### config.mk
export PLATFORM = sky130hd
export DESIGN_NAME = fwd_ctrl
export DESIGN_NICKNAME = d
export VERILOG_FILES = /design/src/rtl/fwd_pkg.sv /design/src/rtl/fwd_perf_cnt.sv /design/src/rtl/fwd_ctrl.sv
export SDC_FILE = /design/constraint.sdc
export NUM_CORES = 1
export LEC_CHECK = 0
export CAP_MARGIN = 30
export CELL_PAD_IN_SITES_DETAIL_PLACEMENT = 0
export CELL_PAD_IN_SITES_GLOBAL_PLACEMENT = 1
export CORE_MARGIN = 4
export CORE_UTILIZATION = 26
export CTS_CLUSTER_SIZE = 20
export DETAILED_ROUTE_END_ITERATION = 10
export PLACE_DENSITY = 0.74
export SYNTH_ARGS = -nofsm -noshare
export SYNTH_HDL_FRONTEND = slang
export SYNTH_SLANG_ARGS = --single-unit
### constraint.sdc
create_clock -name clk -period 2.2 [get_ports clk]
set_clock_uncertainty 0.15 [all_clocks]
set_input_delay 0.55 -clock clk [delete_from_list [all_inputs] [get_ports clk]]
set_output_delay 0.55 -clock clk [all_outputs]
set_load 0.02 [all_outputs]
### src/rtl/fwd_pkg.sv
// fwd_pkg: shared types and constants for the forwarding/hazard controller.
//
// Contents:
//   RD_W       - width of a register index held in the EX slot
//   REG_X0     - index of the hardwired-zero register
//   ex_slot_t  - {valid, rd, we, is_load} of the instruction currently in EX
//   SEL_*      - select encodings for the operand muxes
package fwd_pkg;

    localparam int unsigned RD_W = 5;

    localparam logic [RD_W-1:0] REG_X0 = '0;

    typedef struct packed {
        logic            valid;
        logic [RD_W-1:0] rd;
        logic            we;
        logic            is_load;
    } ex_slot_t;

    // A1_sel / B1_sel: regfile read vs. ALU result of the WB-stage producer.
    localparam logic SEL_REG = 1'b0;
    localparam logic SEL_ALU = 1'b1;
    // A2_sel: forwarded rs1 vs. PC.  B2_sel: forwarded rs2 vs. immediate.
    localparam logic SEL_PC  = 1'b1;
    localparam logic SEL_IMM = 1'b1;

endpackage

### src/rtl/fwd_perf_cnt.sv
// fwd_perf_cnt: one 32-bit event counter that sticks at all-ones instead of
// wrapping.
//
// Ports:
//   clk   in   core clock
//   rst   in   asynchronous active-high reset, clears the count
//   inc   in   count this cycle
//   count out  current count
module fwd_perf_cnt (
    input  logic        clk,
    input  logic        rst,
    input  logic        inc,
    output logic [31:0] count
);

    // NOTE: state is written with non-blocking assignments so every flop
    // samples pre-edge values regardless of block ordering.
    always_ff @(posedge clk or posedge rst) begin
        if (rst) begin
            count <= '0;
        end else if (inc && (count != 32'hFFFF_FFFF)) begin
            count <= count + 32'd1;
        end
    end

endmodule

### src/rtl/fwd_ctrl.sv
// fwd_ctrl: forwarding and hazard controller for the IF/ID/EX/WB pipeline.
//
// Tracks the instruction in EX, compares it with the register usage of the
// instruction in ID, and registers the operand-mux selects into EX. Load-use
// hazards stall for one cycle; a taken branch in EX flushes ID.
//
// Ports:
//   clk, rst                 clock, asynchronous active-high reset
//   id_valid                 ID holds a valid instruction
//   id_rs1/id_rs2/id_rd      register indices of the ID instruction
//   id_use_rs1/id_use_rs2    ID instruction reads rs1 / rs2
//   id_reg_we, id_is_load    ID instruction writes rd / is a load
//   id_opa_pc, id_opb_imm    ALU operand A is PC / operand B is immediate
//   ex_br_taken              branch or jump in EX resolved taken
//   A1_sel, B1_sel           registered rs1/rs2 forward selects
//   A2_sel, B2_sel           registered ALU operand A/B selects
//   stall, flush             combinational hazard controls
//   perf_stall_cnt, perf_fwd_cnt, perf_flush_cnt
//                            saturating event counters, present only when
//                            FWD_CTRL_PERF_EN is defined
//
// Build option: define FWD_CTRL_PERF_EN to add the performance counters.
// REG_AW must equal fwd_pkg::RD_W.
module fwd_ctrl
    import fwd_pkg::*;
#(
    parameter int REG_AW  = 5,
    parameter int NB_REGS = 32
) (
    input  logic              clk,
    input  logic              rst,
    input  logic              id_valid,
    input  logic [REG_AW-1:0] id_rs1,
    input  logic [REG_AW-1:0] id_rs2,
    input  logic [REG_AW-1:0] id_rd,
    input  logic              id_use_rs1,
    input  logic              id_use_rs2,
    input  logic              id_reg_we,
    input  logic              id_is_load,
    input  logic              id_opa_pc,
    input  logic              id_opb_imm,
    input  logic              ex_br_taken,
    output logic              A1_sel,
    output logic              B1_sel,
    output logic              A2_sel,
    output logic              B2_sel,
    output logic              stall,
    output logic              flush
`ifdef FWD_CTRL_PERF_EN
    ,
    output logic [31:0]       perf_stall_cnt,
    output logic [31:0]       perf_fwd_cnt,
    output logic [31:0]       perf_flush_cnt
`endif
);

    ex_slot_t ex_q;

    logic producer_ok;
    logic hit_rs1;
    logic hit_rs2;
    logic load_hit;
    logic bubble;
    logic id_writes;

    // Only a valid EX instruction that really writes a non-zero register can
    // be a producer. The regfile is write-through, so WB needs no compare.
    assign producer_ok = ex_q.valid & ex_q.we & (ex_q.rd != REG_X0);

    assign hit_rs1 = id_valid & id_use_rs1 & producer_ok & (id_rs1 == ex_q.rd);
    assign hit_rs2 = id_valid & id_use_rs2 & producer_ok & (id_rs2 == ex_q.rd);

    // A load result only exists in WB, so a hit on it cannot be forwarded
    // from the ALU; one bubble lets write-through resolve it instead.
    assign load_hit = (hit_rs1 | hit_rs2) & ex_q.is_load;

    // A taken branch kills the ID instruction anyway, so its stall is moot.
    assign flush = ex_br_taken;
    assign stall = load_hit & ~ex_br_taken;

    assign bubble = flush | stall | ~id_valid;

    // Destinations beyond the implemented register file never produce.
    assign id_writes = id_reg_we & (32'(id_rd) < NB_REGS);

    always_ff @(posedge clk or posedge rst) begin
        if (rst) begin
            ex_q   <= '0;
            A1_sel <= SEL_REG;
            B1_sel <= SEL_REG;
            A2_sel <= 1'b0;
            B2_sel <= 1'b0;
        end else if (bubble) begin
            ex_q   <= '0;
            A1_sel <= SEL_REG;
            B1_sel <= SEL_REG;
            A2_sel <= 1'b0;
            B2_sel <= 1'b0;
        end else begin
            ex_q.valid   <= 1'b1;
            ex_q.rd      <= id_rd;
            ex_q.we      <= id_writes;
            ex_q.is_load <= id_is_load;
            A1_sel       <= hit_rs1 ? SEL_ALU : SEL_REG;
            B1_sel       <= hit_rs2 ? SEL_ALU : SEL_REG;
            A2_sel       <= id_opa_pc  ? SEL_PC  : 1'b0;
            B2_sel       <= id_opb_imm ? SEL_IMM : 1'b0;
        end
    end

`ifdef FWD_CTRL_PERF_EN
    fwd_perf_cnt u_stall_cnt (
        .clk   (clk),
        .rst   (rst),
        .inc   (stall),
        .count (perf_stall_cnt)
    );

    // Counts EX cycles that actually consume a forwarded ALU result.
    fwd_perf_cnt u_fwd_cnt (
        .clk   (clk),
        .rst   (rst),
        .inc   (A1_sel | B1_sel),
        .count (perf_fwd_cnt)
    );

    fwd_perf_cnt u_flush_cnt (
        .clk   (clk),
        .rst   (rst),
        .inc   (flush),
        .count (perf_flush_cnt)
    );
`endif

endmodule

==> reports/metrics.cfg, run 1 <==
[yosys]
ys_warn_count = 0
synth_top_area_share_pct = 52.17
syn_area_per_cell_um2 = 9.593
async_flop_share_pct = 100.0
yosysTopAreaCell = dfrtp_1
synth_cells = 60
yosysUniqueCellTypes = 18
synth_edf_count = 0
ys.flop_type = dfrtp_1
seq_area_frac_synth_pct = 52.17
syn_area_um2 = 575.6
synth_area_leaders = dfrtp_1 (52%), xnor2_1 (9.1%), nor2_1 (7.2%), xor2_1 (6.1%), nand2_1 (5.9%)
ys_ff_latch = 12
synth_nets = 85

[setup_path]
cp_slowest_stage_delay_ns = 0.24
critPathLaunchType = input port
cp-end-kind = primary output
worst_ep_arrival_time_ns = 1.65
path_buf_inv = 2
r2r-start = ex_q[2]$_DFF_PP0_
cp_data_required_time_ns = 1.50
setup.worst_path.start = id_rs2[1]
path_cells = dlygate4sd2_1 -> xnor2_1 -> nand4_1 -> nor3_2 -> o211a_1 -> nor2b_4 -> buf_6
crit_type = in -> out
crit_family = simple AND/OR/NAND/NOR gates
slowest_stage = dlygate4sd2_1
worstPathMaxFanout = 2

[clock_tree]
cts_made_buffers = 3
cts_buffer_depth = 2
cts_tree = yes
cts_hold_buf = 0
cts_root_buf = clkbuf_4
clkLatencyLatePin_ns = 0.27
cts_sinks = 12
clk_pin_slew_ns = 0.08
htreeDepth = 1

[sta]
setup_viol = 1
hold_viol_final = 0
relSlewSlack_pct = 70.37
setup_ws_ns = -0.1533
fin_crit_sh_pct = 107.0
period_minus_slack_ns = 2.353
rsz0062_at_grt = true
fmax_mhz = 424.9
final_max_slew_viol_count = 0
tightest_slew_ns = 0.4440

[drt]
wire_per_inst_um = 11.07
num_vias = 509
drtPass1Iterations = 3
drt_iter0_markers = 3
via_per_inst = 4.105
wirelength_um = 1373
ant_nets = 0
drc = 0

[run_status]
status = finished, violations left
failed_checks = setup timing

[finish]
syn2layout_area_growth_pct = 69.78
fin_util_pct = 48.33
final_net_count = 123
fillers = 199
diodes = 0
drive_gt1_share_pct = 15.46

[global_routing]
grt_pass1_wl_um = 2125
track_usage_pct = 10.39
overflow = 0
grt_max_degree = 13
antenna_found_initial = 0
grt_pass1_vias = 503

[placed_design]
dp_hpwl_um = 1067
port_buffers = 30
place_ws_ns = -0.9521
gp_congestion = 0.6472

[floorplanning]
core-area_mm2 = 0.002022
rows = 16
die_w_um = 55.05
die_h_um = 55.05
dieArea_mm2 = 0.003031
io-pin-count = 31
initial_core_util_pct = 28.47

[pwr]
finalPower_uw = 488.7
power_density_mw_per_mm2 = 500.1
leakagePower_uw = 0.0004758
ir_drop_mv = 0.2756

[flow_run]
cap_viol_max_count = 0

[hold_path]
worstHoldPathType = in -> async

## area by class of cell
cell class / count / area (um2) / area share, %
clock buffer: 4 / 36.28 / 3.713
inverter: 1 / 3.754 / 0.3841
multi-input combinational: 44 / 270.3 / 27.66
sequential: 12 / 300.3 / 30.73
tap: 27 / 33.78 / 3.457
timing repair buffer: 36 / 332.8 / 34.06
## synthesized netlist by cell type, types with 2 or more instances
cell / instances
dfrtp_1: 12
nor2_1: 11
nand2_1: 9
xnor2_1: 6
xor2_1: 4
nor3_1: 3
and2_1: 2
nand4_1: 2
nor2b_1: 2
## where the power goes
| group | leakage, uW | switching [uW] | internal (uW) |
|---|---|---|---|
| registers | 0.000162 | 4.92 | 228 |
| logic | 0.000293 | 31.9 | 50.5 |
| clock network | 0.0000210 | 73.3 | 101 |
## flip-flops by register name, indices dropped and copies added, names as in the netlist
signal	cells
B2_sel	1
B1_sel	1
A2_sel	1
ex_q	8
A1_sel	1
## final timing paths
path                       cells past startpoint                 to  slack, ns
setup / recovery                               7              stall      -0.15
hold / removal                                 2  ex_q[4]$_DFF_PP0_       0.43
setup reg to reg                               7  ex_q[4]$_DFF_PP0_       0.56
hold reg to reg                                2   B1_sel$_DFF_PP0_       0.45
max in group asynchronous                      2  ex_q[5]$_DFF_PP0_       1.17
min in group clk                               2   B1_sel$_DFF_PP0_       0.45
## cells by family after synthesis
kind of cell	after synthesis	synth area share, %
AO/OA/AOI/OAI	2	2.608
flip-flops	12	52.17
AND/OR/NAND/NOR	32	25.43
buffers and inverters	4	4.564
XOR/XNOR	10	15.22
## metal layers
metal | track usage (%) | vias up | share of wire (%)
li1 | - | 264 | -
met1 | 12.09 | 217 | 45
met2 | 15.94 | 24 | 40
met3 | 5.094 | 4 | 13
met4 | 4.858 | 0 | 1.7
met5 | 0 | - | 0
## repair_timing
| action | 4_1_cts | 5_1_grt |
|---|---|---|
| gates resized for setup | 26 | 1 |
| pin swaps | 8 | 0 |
| endpoints found under the setup margin | 2 | 1 |
| setup buffers | 1 | 0 |
| hold endpoints to repair | 0 | 0 |
## layout by cell type (no fill, tap or decap)
cell,instances
nor2b_1,1
and2_1,2
clkdlybuf4s15_1,3
dlygate4sd2_1,11
nor3b_1,1
nor3_2,2
nor3_1,1
o211a_1,1
nand3_1,1
dfrtp_1,12
a21oi_2,1
buf_6,1
xor2_1,4
clkbuf_8,1
xnor2_1,6
nand4_1,2
clkbuf_4,3
nand2_1,9
clkdlybuf4s50_1,15
nor2b_4,1
nand2b_1,1
nor2_1,11
inv_1,1
buf_4,6
## per-stage QoR
stage                     cells  cell area (um2)  TNS, ns  hold WS, ns
after detailed placement    119            927.1   -1.391       0.4311
after CTS                   124            975.9  -0.1611       0.4456
after global routing        124            977.2  -0.2554       0.4737
final                       124            977.2  -0.1533       0.4293
after global placement      119            927.1   -1.254       0.4369
after floorplan              60            578.1        0       0.2647
## worst reg2reg max path, stage by stage, from the launching register on
cell     delay [ns]
dfrtp_1        0.39
buf_4          0.14
xor2_1         0.14
nor3_2         0.20
o211a_1        0.20
buf_4          0.10
buf_4          0.15
nor2_1         0.06
(Power assumes the default switching activity.)
==> run 2: changes to the inputs <==
--- a/config.mk
+++ b/config.mk
@@ -12,7 +12,10 @@
 export CORE_UTILIZATION = 26
 export CTS_CLUSTER_SIZE = 20
 export DETAILED_ROUTE_END_ITERATION = 10
+export HOLD_SLACK_MARGIN = 0.06
 export PLACE_DENSITY = 0.74
+export RECOVER_POWER = 50
+export SETUP_SLACK_MARGIN = 0.1
 export SYNTH_ARGS = -nofsm -noshare
 export SYNTH_HDL_FRONTEND = slang
 export SYNTH_SLANG_ARGS = --single-unit
==> reports/metrics.cfg, run 2 (synthesis results as in run 1) <==
[setup_path]
cp_data_required_time_ns = 1.50
crit_type = reg -> out
cp-end-kind = primary output
path_buf_inv = 2
r2r_cells = 6
cp_common_cell = buf_6
r2r-start = ex_q[2]$_DFF_PP0_
worstPathMaxFanout = 2
worst_ep_arrival_time_ns = 1.60
critPathLaunchType = register
path_cells = buf_6 -> xor2_1 -> nor3_2 -> o211a_1 -> nor2b_4 -> buf_6
regToRegSetupSlack_ns = 0.64
slowest_stage = dfrtp_1
crit_family = flip-flops
cp_slowest_stage_delay_ns = 0.41
rr_endpoint = ex_q[4]$_DFF_PP0_

[finish]
final_net_count = 124
fin_util_pct = 47.40
fillers = 212
largest-register = ex_q
stdcell_count = 124
largest_reg_flops = 8
diodes = 0
drive_gt1_share_pct = 19.59
final_cell_area_um2 = 958.4
mostFrequentLayoutCells = clkdlybuf4s50_1 (14), dfrtp_1 (12), nor2_1 (11)
final_common_cell = clkdlybuf4s50_1
syn2layout_area_growth_pct = 66.52

[sta]
period_minus_slack_ns = 2.297
final_max_slew_viol_count = 0
setup_tns_ns = -0.09683
relSlewSlack_pct = 69.82
hold_viol_final = 0
rsz0062_at_grt = true
tightest_slew_ns = 0.4522
fmax_mhz = 435.4
setup_ws_ns = -0.09683
setup_viol = 1
fin_crit_sh_pct = 104.4

[global_routing]
antenna_found_initial = 0
track_usage_pct = 9.219
grt_max_degree = 13
grt_pass1_wl_um = 1918
grt_pass1_vias = 470
overflow = 0

[clock_tree]
cts_tree = yes
cts_hold_buf = 0
cts_setup_buffers = 0
cts_buffer_depth = 2
clkLatencyLatePin_ns = 0.26
cts_sinks = 12
cts_made_buffers = 3
cts_root_buf = clkbuf_4
htreeDepth = 1
clk_pin_slew_ns = 0.07

[pwr]
clkPwrFrac_pct = 29.1
switchingPower_uw = 103.0
intPower_uw = 341.9
pwr-share-comb_pct = 18.6
p_sw_share_pct = 23.16
leakagePower_uw = 0.0004702
ir_drop_mv = 0.2409
pwr-share-seq_pct = 52.3
power_density_mw_per_mm2 = 464.2

[hold_path]
hold_end = B1_sel$_DFF_PP0_
worstHoldPathType = reg -> reg
holdPathStages = 2
hold_start = ex_q[0]$_DFF_PP0_

[drt]
wirelength_um = 1328
drt_iter0_markers = 1
via_per_inst = 4.024
ant_nets = 0
drtPass1Iterations = 3
drc = 0
wire_per_inst_um = 10.71
num_vias = 499

[placed_design]
place_ws_ns = -0.9867
post-place-cells = 121
port_buffers = 30
placed_cell_area_um2 = 947.2
gp_congestion = 0.6933
dp_hpwl_um = 1060

[floorplanning]
dieArea_mm2 = 0.003031
rows = 16
io-pin-count = 31
die_h_um = 55.05
core-area_mm2 = 0.002022
die_w_um = 55.05
initial_core_util_pct = 28.47

[run_status]
failed_checks = setup timing
status = finished, violations left

[flow_run]
cap_viol_max_count = 0

-- run 2: area by class of cell --
type,count,area [um2],share of cell area (%)
Multi-Input combinational cell,44,270.3,28.20
Timing Repair Buffer,37,327.8,34.20
Clock buffer,3,22.52,2.350
Sequential cell,12,300.3,31.33
Inverter,1,3.754,0.3916
Tap cell,27,33.78,3.525
-- run 2: what timing repair did --
action                     in CTS  in global routing
setup endpoints to repair       2                  2
resized for setup              35                  1
pin swaps                      11                  0
-- run 2: worst max path at each step --
| stage | from | depth (start not counted) | slack [ns] | to |
|---|---|---|---|---|
| finish | ex_q[2]$_DFF_PP0_ | 6 | -0.1 | stall |
| global route | ex_q[2]$_DFF_PP0_ | 6 | -0.17 | stall |
| CTS | ex_q[2]$_DFF_PP0_ | 6 | -0.12 | stall |
| global placement | id_rs1[2] | 7 | -0.95 | stall |
| floorplan | id_rs1[2] | 5 | 0.13 | stall |
| detailed placement | id_rs1[2] | 7 | -0.99 | stall |
-- run 2: power by group through the flow --
stage | registers, uW | logic (uW) | clock network, uW
floorplan | 238 | 29.6 | 0
global placement | 237 | 90.8 | 0
detailed placement | 237 | 91.1 | 0
CTS | 233 | 84.9 | 133
global route | 234 | 90.1 | 142
finish | 233 | 82.6 | 129
-- run 2: routing by layer --
metal	global-route usage, %	share of wire (%)	vias to the layer above
met3	3.485	14	2
met2	14.37	40	22
met4	6.073	0.90	0
met5	0	0	-
met1	10.45	45	212
li1	-	-	263
-- run 2: worst register-to-register path, cell delays in order (launching register included) --
cell and delay, ns:
dfrtp_1 0.41, buf_6 0.13, xor2_1 0.15, nor3_2 0.19, o211a_1 0.20, buf_4 0.17, nor2_1 0.06
-- run 2: per-stage QoR --
stage / hold slack [ns] / power [uW]
2_1_floorplan: 0.2647 / 267.6
6_report: 0.4566 / 444.9
5_1_grt: 0.4706 / 465.6
4_1_cts: 0.4553 / 450.7
3_5_place_dp: 0.4389 / 328.4
3_3_place_gp: 0.4358 / 328.0
